[src/rtl/split_pkg.sv]
// split_pkg: shared state encodings and default packet geometry for packet_split
package split_pkg;
  typedef enum logic {I_IDLE, I_WAIT_LOW} in_state_t;
  typedef enum logic [1:0] {O_IDLE, O_WAIT_ACK, O_WAIT_LOW} out_state_t;
  localparam int PKT_W = 33;
  localparam int DEST_BIT = 32;
endpackage

[src/rtl/split_out_port.sv]
// split_out_port: per-output FIFO, 4-phase sender with launch register and delivered counter (push/push_data/full in, out_req/out_data/out_ack/cnt out)
module split_out_port import split_pkg::*; #(
  parameter int WIDTH = PKT_W,
  parameter int DEPTH = 2,
  parameter int CNT_W = 8
) (
  input  logic             clk,
  input  logic             rst_n,
  input  logic             push,
  input  logic [WIDTH-1:0] push_data,
  output logic             full,
  output logic             out_req,
  output logic [WIDTH-1:0] out_data,
  input  logic             out_ack,
  output logic [CNT_W-1:0] cnt
);
  localparam int AW = $clog2(DEPTH);
  logic [WIDTH-1:0] mem [DEPTH];
  logic [AW-1:0] wr_ptr, rd_ptr;
  logic [AW:0] count;
  out_state_t state, state_nx;
  logic pop, done;
  assign full = count == (AW+1)'(DEPTH);
  assign pop = state == O_IDLE && count != '0;
  assign done = state == O_WAIT_ACK && out_ack;
  assign out_req = state == O_WAIT_ACK;
  always_comb
    state_nx = pop ? O_WAIT_ACK : done ? O_WAIT_LOW : (state == O_WAIT_LOW && !out_ack) ? O_IDLE : state;
  always_ff @(posedge clk)
    if (push) mem[wr_ptr] <= push_data;
  always_ff @(posedge clk or negedge rst_n)
    if (!rst_n) begin
      state <= O_IDLE;
      wr_ptr <= '0;
      rd_ptr <= '0;
      count <= '0;
      out_data <= '0;
      cnt <= '0;
    end else begin
      state <= state_nx;
      if (push) wr_ptr <= wr_ptr + 1'b1;
      if (pop) begin
        rd_ptr <= rd_ptr + 1'b1;
        out_data <= mem[rd_ptr];
      end
      count <= count + (AW+1)'(push) - (AW+1)'(pop);
      if (done) cnt <= cnt + 1'b1;
    end
endmodule

[src/rtl/packet_split.sv]
// packet_split: 4-phase input stage steering packets by destination bit into two independent output ports
module packet_split import split_pkg::*; #(
  parameter int WIDTH = PKT_W,
  parameter int DEST_BIT = WIDTH-1,
  parameter int DEPTH = 2,
  parameter int CNT_W = 8
) (
  input  logic             clk,
  input  logic             rst_n,
  input  logic             in_req,
  input  logic [WIDTH-1:0] in_data,
  output logic             in_ack,
  output logic             out0_req,
  output logic [WIDTH-1:0] out0_data,
  input  logic             out0_ack,
  output logic             out1_req,
  output logic [WIDTH-1:0] out1_data,
  input  logic             out1_ack,
  output logic [CNT_W-1:0] cnt0,
  output logic [CNT_W-1:0] cnt1
);
  in_state_t state, state_nx;
  logic sel, full0, full1, take;
  assign sel = in_data[DEST_BIT];
  assign take = state == I_IDLE && in_req && !(sel ? full1 : full0);
  assign in_ack = state == I_WAIT_LOW;
  always_comb
    state_nx = take ? I_WAIT_LOW : (state == I_WAIT_LOW && !in_req) ? I_IDLE : state;
  always_ff @(posedge clk or negedge rst_n)
    if (!rst_n) state <= I_IDLE;
    else state <= state_nx;
  split_out_port #(.WIDTH(WIDTH), .DEPTH(DEPTH), .CNT_W(CNT_W)) u_port0 (
    .clk(clk), .rst_n(rst_n), .push(take && !sel), .push_data(in_data), .full(full0),
    .out_req(out0_req), .out_data(out0_data), .out_ack(out0_ack), .cnt(cnt0)
  );
  split_out_port #(.WIDTH(WIDTH), .DEPTH(DEPTH), .CNT_W(CNT_W)) u_port1 (
    .clk(clk), .rst_n(rst_n), .push(take && sel), .push_data(in_data), .full(full1),
    .out_req(out1_req), .out_data(out1_data), .out_ack(out1_ack), .cnt(cnt1)
  );
endmodule

[config.mk]
export PLATFORM = sky130hd
export DESIGN_NAME = packet_split
export DESIGN_NICKNAME = d
export VERILOG_FILES = /design/src/rtl/split_pkg.sv /design/src/rtl/split_out_port.sv /design/src/rtl/packet_split.sv
export SDC_FILE = /design/constraint.sdc
export NUM_CORES = 1
export LEC_CHECK = 0
export CAP_MARGIN = 10
export CORE_MARGIN = 2
export CORE_UTILIZATION = 58
export DETAILED_ROUTE_END_ITERATION = 6
export PLACE_DENSITY = 0.88
export SKIP_CTS_REPAIR_TIMING = 1
export SLEW_MARGIN = 0
export SYNTH_ARGS = -nofsm -noshare
export SYNTH_HDL_FRONTEND = slang
export SYNTH_SLANG_ARGS = --single-unit
export TNS_END_PERCENT = 10
[constraint.sdc]
create_clock -name clk -period 4.8 [get_ports clk]
set_input_delay 0.96 -clock clk [delete_from_list [all_inputs] [get_ports clk]]
set_output_delay 0.96 -clock clk [all_outputs]
set_load 0.005 [all_outputs]
### After elaboration in Yosys (flattened, before gate mapping)

Memory sizes are Yosys's and may differ from the RTL's. A register that Yosys moved wholly into a read port is not among the register bits.
Cells that the tools add are included.
W data, S select, Z words.

| storage, ports and cells | value |
|---|---|
| memories | 2 |
| RAM bits | 132 |
| word-level logic and storage cells | 68 |
| register bits | 29 |
| ROM bits | 0 |
| bits in latches | 0 |

Memories:

| name | depth | width | rd ports | clocked after memory_dff | wr ports | line | text |
|---|---|---|---|---|---|---|---|
| u_port0.mem | 2 | 33 | 1 | 1 | 1 | split_out_port.sv:18 | `logic [WIDTH-1:0] mem [DEPTH];` |
| u_port1.mem | 2 | 33 | 1 | 1 | 1 | split_out_port.sv:18 |  |

| operators by class | value |
|---|---|
| reduce and logical (&&, ||, !) cells | 25 |
| multiply operators | 0 |
| order comparisons | 0 |
| shifts and indexed selects | 0 |
| div/mod/pow operators | 0 |
| add/subtract/negate cells | 10 |
| bitwise gates (word level) | 1 |
| equality and inequality tests | 6 |
| multiplexer cells | 13 |

Operators with widths:

| cell | count |
|---|---|
| $add A8 B1 Y8 const B | 2 |
| $mux W2 | 6 |
| $logic_and A1 B1 Y1 | 11 |
| $eq A2 B2 Y1 const B | 4 |
| $logic_not A1 Y1 | 7 |
| $mux W1 | 7 |
| $reduce_bool A2 Y1 | 3 |
| $reduce_bool A3 Y1 | 2 |
| $add A1 B1 Y1 const B | 4 |
| $add A2 B1 Y2 | 2 |
| $eq A2 B1 Y1 const B | 2 |
| $logic_not A2 Y1 | 2 |
| $sub A2 B1 Y2 | 2 |
| $not A1 Y1 | 1 |

### Longest topological paths before layout

Gate-level depths: netlist (run 1).

| logic depth | value |
|---|---|
| depth in word-level cells | 7 |
| depth in mapped cells | 8 |
| depth with buffers taken out | 7 |

### Modules after synthesis

From an unflattened synthesis (run 1), not the netlist that was laid out.

| unflattened totals | value |
|---|---|
| cell total of the unflattened synthesis | 451 |
| area, all modules | 8564.5 um^2 |

Modules (own cells, without submodules):

| module | cells an instance | area an instance (um^2) | times used |
|---|---|---|---|
| split_out_port | 223 | 4250.3 | 2 |
| packet_split | 5 | 63.8 | 1 |

### Worst setup path after synthesis (run 1)

No wires, ideal clock.

| timing | value |
|---|---|
| path kind | input -> register |
| from | input port in_data[32] |
| to | memory u_port0.mem[0][0] (netlist name), enable pin |
| data required time | 4377 ps |
| stages | 3 |
| arrival | 3011 ps |
| buffers on the path | 1 |
| slack | 1366 ps |
| setup time | 423 ps |
| path through | or4b_1 -> buf_2 -> nor2_1 |

| on the way | value |
|---|---|
| longest elaborated chain between the ends | 6 |
| elaborated cells between the ends (all ways) | 7 |

Ends and longest elaborated chain:

| element | line | text |
|---|---|---|
| start, declared | packet_split.sv:11 | `input logic [WIDTH-1:0] in_data,` |
| $mux W1 | packet_split.sv:25 | `assign take = state == I_IDLE && in_req && !(sel ? full1 : full0);` |
| $logic_not A1 Y1 | packet_split.sv:25 |  |
| $logic_and A1 B1 Y1 | packet_split.sv:25 |  |
| $logic_and A1 B1 Y1 (*) | packet_split.sv:33 | `.clk(clk), .rst_n(rst_n), .push(take && !sel), .push_data(in_data), .full(full0),` |
| $mux W1 (*) | split_out_port.sv:30 | `if (push) mem[wr_ptr] <= push_data;` |
| $mux W1 (implied by the code) (*) | split_out_port.sv:30 |  |
| end, declared | split_out_port.sv:18 |  |

Every way passes the cells marked *; elsewhere a longest branch is shown, timed or not.

### Worst setup path in the final report (run 1)

| timing | value |
|---|---|
| from | input port in_data[32] |
| to | memory u_port0.mem[1][14] (netlist name), enable pin |

Same word-level chain as after synthesis.

==> impl_metrics.prom, run 1 <==
# TYPE chip_impl_metric gauge
chip_impl_metric{name="worst_slack_setup_final",unit="ns"} 1.84
chip_impl_info{name="outcome",value="finished clean"} 1
chip_impl_info{name="hold_class",value="flop to flop"} 1
chip_impl_metric{name="crit_arrival",unit="ns"} 3.08
chip_impl_metric{name="initial_antenna_violation_count",unit=""} 1
chip_impl_metric{name="clock-skew-final",unit="ns"} 0.0126
chip_impl_metric{name="route.detailed.vias_per_inst",unit=""} 5.61
chip_impl_info{name="hold_path.startpoint",value="u_port0.cnt[7]"} 1
chip_impl_metric{name="detail_route.wl_per_cell",unit="um"} 21.5
chip_impl_metric{name="synth_enable_flop_cells",unit=""} 132
chip_impl_metric{name="core",unit="mm^2"} 0.0145
chip_impl_metric{name="share_comb_of_total_power",unit="%"} 29.7
chip_impl_metric{name="power.ir.vdd_worst",unit="V"} 0.000327
chip_impl_metric{name="cts.path.max_buffers",unit=""} 3
chip_impl_metric{name="power_switching_share",unit="%"} 27.5
chip_impl_metric{name="first_pass_grt_wire_length",unit="mm"} 26.7
chip_impl_info{name="yosys_most_used_dff",value="sky130_fd_sc_hd__edfxtp_1"} 1
chip_impl_metric{name="crit_required",unit="ns"} 4.92
chip_impl_metric{name="drt_first_pass_iters",unit=""} 4
chip_impl_metric{name="drtIter0Drc",unit=""} 334
chip_impl_metric{name="design_area",unit="mm^2"} 0.0107
chip_impl_metric{name="vias_in_the_first_global_route",unit=""} 4926
chip_impl_metric{name="hold_viol_final",unit=""} 0
chip_impl_metric{name="timing.final.max_slew_violations",unit=""} 0
chip_impl_metric{name="dpl.hpwl",unit="mm"} 10.2
chip_impl_info{name="unrepaired_setup_endpoints_after_global_routing",value="false"} 1
chip_impl_metric{name="final_clock_period_utilization_by_the_worst_path",unit="%"} 61.6
chip_impl_metric{name="drive_gt1_share",unit="%"} 29.9
chip_impl_metric{name="mappedNetlistNets",unit=""} 497
chip_impl_metric{name="antenna_cells_inserted",unit=""} 0
chip_impl_info{name="timing_worst_setup_path_type",value="input port to flop"} 1
chip_impl_metric{name="powerDensity",unit="mW/mm^2"} 633
chip_impl_metric{name="max_cap_viol_count",unit=""} 0
chip_impl_metric{name="max-slew-margin-rel",unit="%"} 26.9
chip_impl_metric{name="cts_made_buffers",unit=""} 22
chip_impl_metric{name="whs_path_depth",unit=""} 1
chip_impl_metric{name="worst-slew-pin-transition",unit="ns"} 1.09
chip_impl_info{name="cp-start-kind",value="input port"} 1
chip_impl_metric{name="post_synth_inst_count",unit=""} 453
chip_impl_metric{name="die_area",unit="mm^2"} 0.0158
chip_impl_metric{name="cp_max_fo",unit=""} 33
chip_impl_info{name="synth_largest_area_cell",value="sky130_fd_sc_hd__edfxtp_1"} 1
chip_impl_metric{name="reg2reg_depth",unit=""} 7
chip_impl_metric{name="cts_max_level",unit=""} 1
chip_impl_info{name="setup.worst_path.end_class",value="flop"} 1
chip_impl_metric{name="grtUsageTotal",unit="%"} 21.9
chip_impl_metric{name="synth.lib_cells_used.distinct",unit=""} 29
chip_impl_metric{name="nets",unit=""} 631
chip_impl_metric{name="total_leakage_power",unit="nW"} 4.00
chip_impl_metric{name="antenna_left",unit=""} 0
chip_impl_metric{name="fp-row-count",unit=""} 44
chip_impl_metric{name="place.gp.congestion",unit=""} 0.773
chip_impl_metric{name="globalRouteOverflowTotal",unit=""} 0
chip_impl_info{name="synth.top_cells.by_area",value="sky130_fd_sc_hd__edfxtp_1, sky130_fd_sc_hd__dfrtp_1, sky130_fd_sc_hd__mux2_2"} 1
chip_impl_metric{name="grt_max_degree",unit=""} 62
chip_impl_metric{name="areaGrowthSynthToFinish",unit="%"} 24.6
chip_impl_metric{name="utilization",unit="%"} 73.8
chip_impl_metric{name="ys_warn_count",unit=""} 0
chip_impl_metric{name="seq_total_area_yosys",unit="%"} 73.9
chip_impl_metric{name="setup_viol",unit=""} 0
chip_impl_metric{name="initial_utilization",unit="%"} 59.2
chip_impl_info{name="critPathLaunch",value="in_data[32]"} 1
chip_impl_metric{name="fin_setup_tns",unit="ns"} 0
chip_impl_metric{name="achievable-frequency",unit="MHz"} 338
chip_impl_metric{name="synth.ff_latch_count",unit=""} 227
chip_impl_metric{name="dpl_worst_slack",unit="ns"} 1.33
chip_impl_metric{name="fin_crit",unit="ns"} 2.96
chip_impl_metric{name="buffer_ports.inserted",unit=""} 122
chip_impl_metric{name="total_switching_power",unit="W"} 0.00186
chip_impl_metric{name="drc",unit=""} 0
chip_impl_metric{name="finalWirelength",unit="mm"} 16.9
chip_impl_metric{name="fp.dieH",unit="um"} 126
chip_impl_metric{name="syn_avg_cell_area",unit="um^2"} 18.9
chip_impl_metric{name="cts.reportedPaths.clkPinSlew",unit="ns"} 0.06
chip_impl_metric{name="seq_power_share",unit="%"} 44.6
chip_impl_metric{name="dieWidth",unit="um"} 126
chip_impl_metric{name="timing.hold.ws",unit="ns"} 0.475
chip_impl_info{name="tritoncts_clock_tree",value="yes"} 1
chip_impl_metric{name="num-fill-cells",unit=""} 862
chip_impl_metric{name="internal_power",unit="W"} 0.00491
chip_impl_metric{name="synth-async-reset-ratio",unit="%"} 41.9
chip_impl_metric{name="place_area",unit="mm^2"} 0.00996
chip_impl_metric{name="post_synth_top_area_share",unit="%"} 46.2
chip_impl_metric{name="detailroute.via_count",unit=""} 4415
chip_impl_metric{name="number_of_i_o_pins",unit=""} 123
chip_impl_info{name="reg2reg_start",value="u_port0.state[0]"} 1
chip_impl_info{name="clock_tree.root_cell",value="sky130_fd_sc_hd__clkbuf_16"} 1
chip_impl_metric{name="synth_area",unit="mm^2"} 0.00858
chip_impl_metric{name="clk_latency",unit="ns"} 0.50
chip_impl_metric{name="clock_power_share",unit="%"} 25.6
chip_impl_metric{name="cts_sinks",unit=""} 227
final timing paths:
check | endpoint | slack, ns
worst max-delay path | u_port0.mem[1][14] | 1.84
worst min-delay path | u_port0.cnt[7] | 0.47
max in group asynchronous | u_port1.wr_ptr | 3.25
min in group asynchronous | u_port0.out_data[9] | 0.54
worst max register to register | u_port0.count[1] | 2.21
worst min register to register | u_port0.cnt[7] | 0.47
worst max-delay path, stage by stage:
cell	delay (ns)
sky130_fd_sc_hd__clkdlybuf4s50_1	0.53
sky130_fd_sc_hd__or4b_1	0.74
sky130_fd_sc_hd__nor2_4	0.82
through the flow:
stage,std cells,power [W]
6_report,787,0.00676
5_1_grt,787,0.00707
4_1_cts,787,0.00682
3_5_place_dp,747,0.00505
3_3_place_gp,747,0.00494
2_1_floorplan,453,0.00405
cell usage after synthesis, types with 3 or more instances:
library cell and instances:
sky130_fd_sc_hd__nand3_1 5, sky130_fd_sc_hd__nor3_1 5, sky130_fd_sc_hd__buf_2 7, sky130_fd_sc_hd__nor2_1 10, sky130_fd_sc_hd__nand4_1 3, sky130_fd_sc_hd__ha_1 6
sky130_fd_sc_hd__nor2b_1 4, sky130_fd_sc_hd__mux2_2 125, sky130_fd_sc_hd__mux2_4 7, sky130_fd_sc_hd__dfrtp_1 95, sky130_fd_sc_hd__buf_6 8, sky130_fd_sc_hd__xnor2_1 9
sky130_fd_sc_hd__xor2_1 12, sky130_fd_sc_hd__edfxtp_1 132, sky130_fd_sc_hd__inv_1 5
sequential cells by signal, indices dropped and copies added (netlist names), 2 cells and up:
signal	flops
u_port0.cnt	8
u_port0.count	2
u_port0.mem	66
u_port0.out_data	33
u_port0.state	2
u_port1.cnt	8
u_port1.count	2
u_port1.mem	66
u_port1.out_data	33
u_port1.state	2
placed cells by master, fill, tap and decap left out, drive strengths merged, types with 3 or more instances in the layout:
| cell type | count |
|---|---|
| xnor2 | 10 |
| nor3 | 7 |
| clkinv | 4 |
| clkbuf | 32 |
| dfrtp | 95 |
| nor2 | 10 |
| inv | 7 |
| edfxtp | 132 |
| xor2 | 12 |
| buf | 4 |
| mux2 | 134 |
| nor2b | 4 |
| ha | 6 |
| clkdlybuf4s50 | 121 |
| nand3 | 5 |
| nand4 | 3 |
layer usage:
layer | routed length (um) | track usage [%]
met5 | 0 | 0
met4 | 557 | 9.28
met3 | 983 | 4.80
met2 | 8570 | 35.9
met1 | 6830 | 28.8
power by group through the flow:
stage | Combinational [W] | Sequential, W | Clock (W)
final | 0.00201 | 0.00302 | 0.00173
after global routing | 0.00215 | 0.00309 | 0.00183
after CTS | 0.00204 | 0.00303 | 0.00175
after detailed placement | 0.00201 | 0.00304 | 0
after global placement | 0.00193 | 0.00300 | 0
after floorplan | 0.00117 | 0.00288 | 0
area by class of cell:
| type | instances | area, um^2 | area share, % |
|---|---|---|---|
| flip-flops and latches | 227 | 6340 | 59.3 |
| multi-input cells | 206 | 2120 | 19.9 |
| repair buffers | 125 | 1240 | 11.6 |
| clock buffers | 32 | 661 | 6.18 |
| well taps | 184 | 230 | 2.15 |
| clock inverters | 8 | 72.6 | 0.679 |
| inverters | 5 | 18.8 | 0.176 |
kinds of logic (layout without fill, tap and decap cells):
family	count (synthesis)	in the layout	synth area share (%)
XOR/XNOR	22	22	2.33
multiplexers	135	135	18.0
adder cells (fa/ha/maj)	8	8	1.11
flip-flops	227	227	73.9
buffers and inverters	20	170	1.68
AO/OA/AOI/OAI	3	3	0.263
AND/OR/NAND/NOR	38	38	2.68
Note: power is estimated with default switching activity, not from simulation.
==> inputs of run 2 (changes only) <==
--- a/config.mk
+++ b/config.mk
@@ -7,9 +7,9 @@
 export LEC_CHECK = 0
 export CAP_MARGIN = 10
 export CORE_MARGIN = 2
-export CORE_UTILIZATION = 58
+export CORE_UTILIZATION = 49
 export DETAILED_ROUTE_END_ITERATION = 6
-export PLACE_DENSITY = 0.88
+export PLACE_DENSITY = 0.8
 export SKIP_CTS_REPAIR_TIMING = 1
 export SLEW_MARGIN = 0
 export SYNTH_ARGS = -nofsm -noshare
==> constraint.sdc (replaced) <==
create_clock -name clk -period 2.5 [get_ports clk]
set_input_delay 0.5 -clock clk [delete_from_list [all_inputs] [get_ports clk]]
set_output_delay 0.5 -clock clk [all_outputs]
set_load 0.005 [all_outputs]
==> run 2 against run 1 <==
  * The run now ends with negative hold slack left
  * Core utilization fell by 11 points
  * Sequential share of layout area fell by 0.77 points
  * Clock skew fell by 0.0046 ns
  * Flip-flop and latch count did not move
  * Non-clock buffer count rose by 10
  * Sequential power rose by 88%
  * Cell area rose by 1.3%
  * Via count fell by 1.6%
  * First-iteration DRC count fell by 44%
  * Hold slack got worse by 0.49 ns
==> impl_metrics.prom, run 2 (synthesis results as in run 1) <==
# TYPE chip_impl_metric gauge
chip_impl_metric{name="power.total",unit="W"} 0.0127
chip_impl_metric{name="grtUsageTotal",unit="%"} 17.8
chip_impl_metric{name="crit_arrival",unit="ns"} 1.64
chip_impl_metric{name="globalRouteOverflowTotal",unit=""} 0
chip_impl_metric{name="cts_max_level",unit=""} 1
chip_impl_info{name="tritoncts_clock_tree",value="yes"} 1
chip_impl_metric{name="grt_max_degree",unit=""} 60
chip_impl_info{name="worstReg2RegEnd",value="u_port0.count[1]"} 1
chip_impl_metric{name="drive_gt1_share",unit="%"} 30.0
chip_impl_info{name="most-common-layout-cells",value="sky130_fd_sc_hd__edfxtp_1, sky130_fd_sc_hd__mux2_2, sky130_fd_sc_hd__clkdlybuf4s50_1"} 1
chip_impl_info{name="critical_path.top_delay_family",value="buffers and inverters"} 1
chip_impl_metric{name="cts.path.max_buffers",unit=""} 3
chip_impl_metric{name="initial_utilization",unit="%"} 49.9
chip_impl_metric{name="place.gp.congestion",unit=""} 0.733
chip_impl_metric{name="cp_max_fo",unit=""} 6
chip_impl_metric{name="die_area",unit="mm^2"} 0.0186
chip_impl_metric{name="core",unit="mm^2"} 0.0172
chip_impl_metric{name="cts.reportedPaths.clkPinSlew",unit="ns"} 0.06
chip_impl_info{name="unrepaired_setup_endpoints_after_global_routing",value="false"} 1
chip_impl_metric{name="clock-skew-final",unit="ns"} 0.00796
chip_impl_info{name="timing_worst_setup_path_type",value="flop to primary output"} 1
chip_impl_metric{name="fp.dieH",unit="um"} 136
chip_impl_metric{name="number_of_i_o_pins",unit=""} 123
chip_impl_metric{name="worst_slack_setup_final",unit="ns"} 0.356
chip_impl_info{name="reg_top3",value="u_port0.mem: 66 flops, u_port1.mem: 66 flops"} 1
chip_impl_metric{name="finalWirelength",unit="mm"} 16.2
chip_impl_metric{name="dieWidth",unit="um"} 136
chip_impl_metric{name="cts_sinks",unit=""} 227
chip_impl_info{name="cp_cell_sequence",value="nor2b_1 -> clkdlybuf4s50_1"} 1
chip_impl_metric{name="vias_in_the_first_global_route",unit=""} 4758
chip_impl_metric{name="antenna_cells_inserted",unit=""} 0
chip_impl_metric{name="crit_required",unit="ns"} 2.00
chip_impl_info{name="cp_max_stage_cell",value="sky130_fd_sc_hd__clkdlybuf4s50_1"} 1
chip_impl_metric{name="max_stage_delay_on_crit_path",unit="ns"} 0.51
chip_impl_metric{name="detail_route.wl_per_cell",unit="um"} 19.3
chip_impl_metric{name="hold_viol_final",unit=""} 17
chip_impl_metric{name="power.ir.vdd_worst",unit="V"} 0.000595
chip_impl_metric{name="timing.final.max_slew_violations",unit=""} 0
chip_impl_metric{name="first_pass_grt_wire_length",unit="mm"} 25.2
chip_impl_metric{name="worst-slew-pin-transition",unit="ns"} 0.806
chip_impl_metric{name="dpl.hpwl",unit="mm"} 10.5
chip_impl_info{name="failed_checks",value="negative hold slack"} 1
chip_impl_metric{name="timing.hold.ws",unit="ns"} -0.0151
chip_impl_metric{name="design_area",unit="mm^2"} 0.0108
chip_impl_metric{name="powerDensity",unit="mW/mm^2"} 1170
chip_impl_metric{name="drtIter0Drc",unit=""} 187
chip_impl_metric{name="route.detailed.vias_per_inst",unit=""} 5.18
chip_impl_info{name="outcome",value="finished with violations"} 1
chip_impl_metric{name="initial_antenna_violation_count",unit=""} 1
chip_impl_info{name="cp-start-kind",value="flop"} 1
chip_impl_metric{name="final_clock_period_utilization_by_the_worst_path",unit="%"} 85.8
chip_impl_metric{name="nets",unit=""} 642
chip_impl_info{name="setup.worst_path.end_class",value="primary output"} 1
chip_impl_metric{name="antenna_left",unit=""} 0
chip_impl_metric{name="fp-row-count",unit=""} 48
chip_impl_metric{name="clk_latency",unit="ns"} 0.49
chip_impl_metric{name="dpl_worst_slack",unit="ns"} 0.0965
chip_impl_metric{name="total_leakage_power",unit="nW"} 4.04
chip_impl_metric{name="drt_first_pass_iters",unit=""} 4
chip_impl_metric{name="place_area",unit="mm^2"} 0.0102
chip_impl_metric{name="critical_path_buf_inv_count",unit=""} 1
chip_impl_metric{name="buffer_ports.inserted",unit=""} 122
chip_impl_info{name="most_common_cell_after_layout_fill_and_taps_aside",value="sky130_fd_sc_hd__edfxtp_1"} 1
chip_impl_metric{name="achievable-frequency",unit="MHz"} 466
chip_impl_metric{name="r2r_setup_slack",unit="ns"} 0.48
chip_impl_metric{name="areaGrowthSynthToFinish",unit="%"} 26.3
chip_impl_metric{name="detailroute.via_count",unit=""} 4343
chip_impl_info{name="hold_class",value="input port to async pin"} 1
chip_impl_metric{name="setup_viol",unit=""} 0
chip_impl_metric{name="fin_setup_tns",unit="ns"} 0
chip_impl_metric{name="reg2reg_depth",unit=""} 7
chip_impl_info{name="clock_tree.root_cell",value="sky130_fd_sc_hd__clkbuf_16"} 1
chip_impl_info{name="reg2reg_start",value="u_port0.count[1]"} 1
chip_impl_metric{name="max-slew-margin-rel",unit="%"} 46.3
chip_impl_metric{name="cts_made_buffers",unit=""} 23
chip_impl_metric{name="fin_crit",unit="ns"} 2.14
chip_impl_metric{name="drc",unit=""} 0
chip_impl_metric{name="max_cap_viol_count",unit=""} 0
run 2: power breakdown:
| part | total [W] | internal (W) | switching, W |
|---|---|---|---|
| registers | 0.00569 | 0.00494 | 0.000747 |
| clock network | 0.00305 | 0.00175 | 0.00130 |
| logic | 0.00398 | 0.00261 | 0.00138 |
run 2: worst max-delay path by stage:
stage	from	slack, ns	cells past startpoint	endpoint
3_5_place_dp	in_req	0.1	7	u_port0.count[1]
4_1_cts	u_port0.state[0]	0.34	2	out0_req
6_report	u_port0.state[0]	0.36	2	out0_req
5_1_grt	u_port0.state[0]	0.25	2	out0_req
2_1_floorplan	in_data[32]	-0.47	3	u_port0.mem[0][0]
3_3_place_gp	in_req	0.14	7	u_port0.count[1]
run 2: final cells by class:
class / count / area [um^2]
timing repair buffer: 135 / 1390
tap: 225 / 282
fill: 1214 / 6350
sequential: 227 / 6340
clock inverter: 9 / 42.5
multi-input combinational: 206 / 2120
clock buffer: 32 / 629
inverter: 5 / 18.8
run 2: through the flow:
stage / cells / utilization (%) / hold WS, ns
after floorplan: 453 / - / 0.204
after global placement: 798 / 59.1 / 0.462
after detailed placement: 798 / 59.1 / 0.472
after CTS: 839 / 63.1 / -0.00387
after global routing: 839 / 63.1 / 0.0189
final: 839 / 63.1 / -0.0151
run 2: routing by layer:
metal	track usage (%)	wire, um
met5	0	13
met4	4.51	197
met3	5.07	1130
met2	29.9	7950
met1	22.8	6870
==> inputs of run 3 (changes only) <==
--- a/config.mk
+++ b/config.mk
@@ -5,11 +5,12 @@
 export SDC_FILE = /design/constraint.sdc
 export NUM_CORES = 1
 export LEC_CHECK = 0
-export CAP_MARGIN = 10
+export CAP_MARGIN = 5
 export CORE_MARGIN = 2
-export CORE_UTILIZATION = 49
+export CORE_UTILIZATION = 51
+export CTS_BUF_LIST = sky130_fd_sc_hd__clkbuf_8
 export DETAILED_ROUTE_END_ITERATION = 6
-export PLACE_DENSITY = 0.8
+export PLACE_DENSITY = 0.82
 export SKIP_CTS_REPAIR_TIMING = 1
 export SLEW_MARGIN = 0
 export SYNTH_ARGS = -nofsm -noshare
==> run 3 against run 2 <==
  * The flow now finishes without violations
  * Die area is 3.8% lower
  * Clock skew is 0.0023 ns higher
  * Largest cell class unchanged
  * Sequential power hardly changed
==> impl_metrics.prom, run 3 (synthesis results as in run 1) <==
# TYPE chip_impl_metric gauge
chip_impl_info{name="outcome",value="finished clean"} 1
chip_impl_metric{name="clk_latency",unit="ns"} 0.50
chip_impl_metric{name="cp_max_fo",unit=""} 5
chip_impl_metric{name="finalWirelength",unit="mm"} 16.2
chip_impl_metric{name="route.detailed.vias_per_inst",unit=""} 5.12
chip_impl_metric{name="drc",unit=""} 0
chip_impl_metric{name="areaGrowthSynthToFinish",unit="%"} 26.5
chip_impl_metric{name="globalRouteOverflowTotal",unit=""} 0
chip_impl_metric{name="fin_crit",unit="ns"} 2.15
chip_impl_metric{name="cts_max_level",unit=""} 2
chip_impl_metric{name="fp-row-count",unit=""} 47
chip_impl_metric{name="crit_required",unit="ns"} 2.00
chip_impl_metric{name="antenna_left",unit=""} 0
chip_impl_metric{name="timing.hold.ws",unit="ns"} 0.0198
chip_impl_metric{name="power.ir.vdd_worst",unit="V"} 0.000579
chip_impl_metric{name="cts_made_buffers",unit=""} 37
chip_impl_info{name="tritoncts_clock_tree",value="yes"} 1
chip_impl_info{name="hold_class",value="input port to async pin"} 1
chip_impl_metric{name="initial_antenna_violation_count",unit=""} 1
chip_impl_metric{name="setup_viol",unit=""} 0
chip_impl_info{name="timing_worst_setup_path_type",value="flop to primary output"} 1
chip_impl_info{name="most_common_cell_after_layout_fill_and_taps_aside",value="sky130_fd_sc_hd__edfxtp_1"} 1
chip_impl_metric{name="vias_in_the_first_global_route",unit=""} 4871
chip_impl_metric{name="nets",unit=""} 657
chip_impl_metric{name="antenna_cells_inserted",unit=""} 0
chip_impl_metric{name="drive_gt1_share",unit="%"} 31.5
chip_impl_metric{name="utilization",unit="%"} 65.7
chip_impl_metric{name="cts.reportedPaths.clkPinSlew",unit="ns"} 0.06
chip_impl_metric{name="die_area",unit="mm^2"} 0.0179
chip_impl_metric{name="r2r_setup_slack",unit="ns"} 0.54
chip_impl_metric{name="first_pass_grt_wire_length",unit="mm"} 26.0
chip_impl_info{name="unrepaired_setup_endpoints_after_global_routing",value="false"} 1
chip_impl_metric{name="buffer_ports.inserted",unit=""} 122
chip_impl_info{name="worstReg2RegEnd",value="u_port0.count[1]"} 1
chip_impl_metric{name="final_clock_period_utilization_by_the_worst_path",unit="%"} 85.9
chip_impl_metric{name="detail_route.wl_per_cell",unit="um"} 18.8
chip_impl_metric{name="worst_slack_setup_final",unit="ns"} 0.353
chip_impl_metric{name="power.total",unit="W"} 0.0126
chip_impl_metric{name="cts_sinks",unit=""} 227
chip_impl_metric{name="grt_max_degree",unit=""} 46
chip_impl_metric{name="fp.dieH",unit="um"} 134
chip_impl_info{name="clock_tree.root_cell",value="sky130_fd_sc_hd__clkbuf_8"} 1
chip_impl_metric{name="detailroute.via_count",unit=""} 4394
chip_impl_metric{name="hold_viol_final",unit=""} 0
chip_impl_metric{name="worst-slew-pin-transition",unit="ns"} 0.806
chip_impl_metric{name="cts.path.max_buffers",unit=""} 3
chip_impl_info{name="cp-start-kind",value="flop"} 1
chip_impl_metric{name="drtIter0Drc",unit=""} 224
chip_impl_metric{name="dieWidth",unit="um"} 134
chip_impl_info{name="setup.worst_path.end_class",value="primary output"} 1
chip_impl_metric{name="core",unit="mm^2"} 0.0165
chip_impl_metric{name="number_of_i_o_pins",unit=""} 123
chip_impl_metric{name="total_leakage_power",unit="nW"} 4.11
chip_impl_metric{name="powerDensity",unit="mW/mm^2"} 1160
chip_impl_metric{name="timing.final.max_slew_violations",unit=""} 0
chip_impl_metric{name="fin_setup_tns",unit="ns"} 0
chip_impl_metric{name="drt_first_pass_iters",unit=""} 4
chip_impl_metric{name="crit_arrival",unit="ns"} 1.65
chip_impl_metric{name="max_cap_viol_count",unit=""} 0
chip_impl_info{name="reg_top3",value="u_port0.mem: 66 flops, u_port1.mem: 66 flops"} 1
chip_impl_metric{name="dpl.hpwl",unit="mm"} 10.4
chip_impl_metric{name="dpl_worst_slack",unit="ns"} 0.0681
chip_impl_metric{name="place.gp.congestion",unit=""} 0.735
chip_impl_info{name="most-common-layout-cells",value="sky130_fd_sc_hd__edfxtp_1, sky130_fd_sc_hd__mux2_2, sky130_fd_sc_hd__clkdlybuf4s50_1"} 1
chip_impl_info{name="reg2reg_start",value="u_port0.count[1]"} 1
chip_impl_metric{name="clock-skew-final",unit="ns"} 0.0103
chip_impl_metric{name="max-slew-margin-rel",unit="%"} 46.3
chip_impl_metric{name="reg2reg_depth",unit=""} 7
chip_impl_metric{name="grtUsageTotal",unit="%"} 18.9
chip_impl_metric{name="achievable-frequency",unit="MHz"} 466
chip_impl_metric{name="initial_utilization",unit="%"} 51.9
## run 3: final cells by class
cell class | instances | area [um^2]
well taps | 220 | 275
fillers | 1080 | 5680
flip-flops and latches | 227 | 6340
repair buffers | 136 | 1410
clock inverters | 22 | 85.1
clock buffers | 43 | 592
inverters | 5 | 18.8
multi-input cells | 206 | 2120
## run 3: worst max-delay path, cell delays in order, from the launching register on
cell and delay [ns]:
sky130_fd_sc_hd__dfrtp_1 0.45, sky130_fd_sc_hd__nor2b_1 0.19, sky130_fd_sc_hd__clkdlybuf4s50_1 0.51
## run 3: power breakdown
part	leakage, nW	total, W	internal [W]	switching [W]
logic	1.39	0.00397	0.00261	0.00136
clock network	0.393	0.00289	0.00156	0.00133
registers	2.33	0.00572	0.00494	0.000779
total	4.11	0.0126	0.00911	0.00347
## run 3: per-stage QoR
step	instance area, um^2	instances
after CTS	10800	859
final	10800	859
after floorplan	8580	453
after global routing	10800	859
after detailed placement	10200	794
after global placement	10200	794
## run 3: worst max-delay path by stage
stage,from,endpoint,cells after the start
final,u_port1.state[0],out1_req,2
after global routing,u_port1.state[0],out1_req,2
after CTS,u_port1.state[0],out1_req,2
after detailed placement,in_req,u_port0.count[1],7
after global placement,in_req,u_port0.count[1],7
after floorplan,in_data[32],u_port0.mem[0][0],3
## run 3: per-layer routing
layer | track usage [%] | vias up | wire length, um
met4 | 5.85 | 0 | 242
met1 | 23.8 | 2226 | 6990
met5 | 0 | - | 0
met2 | 30.8 | 128 | 7860
li1 | - | 2018 | -
met3 | 6.70 | 22 | 1100
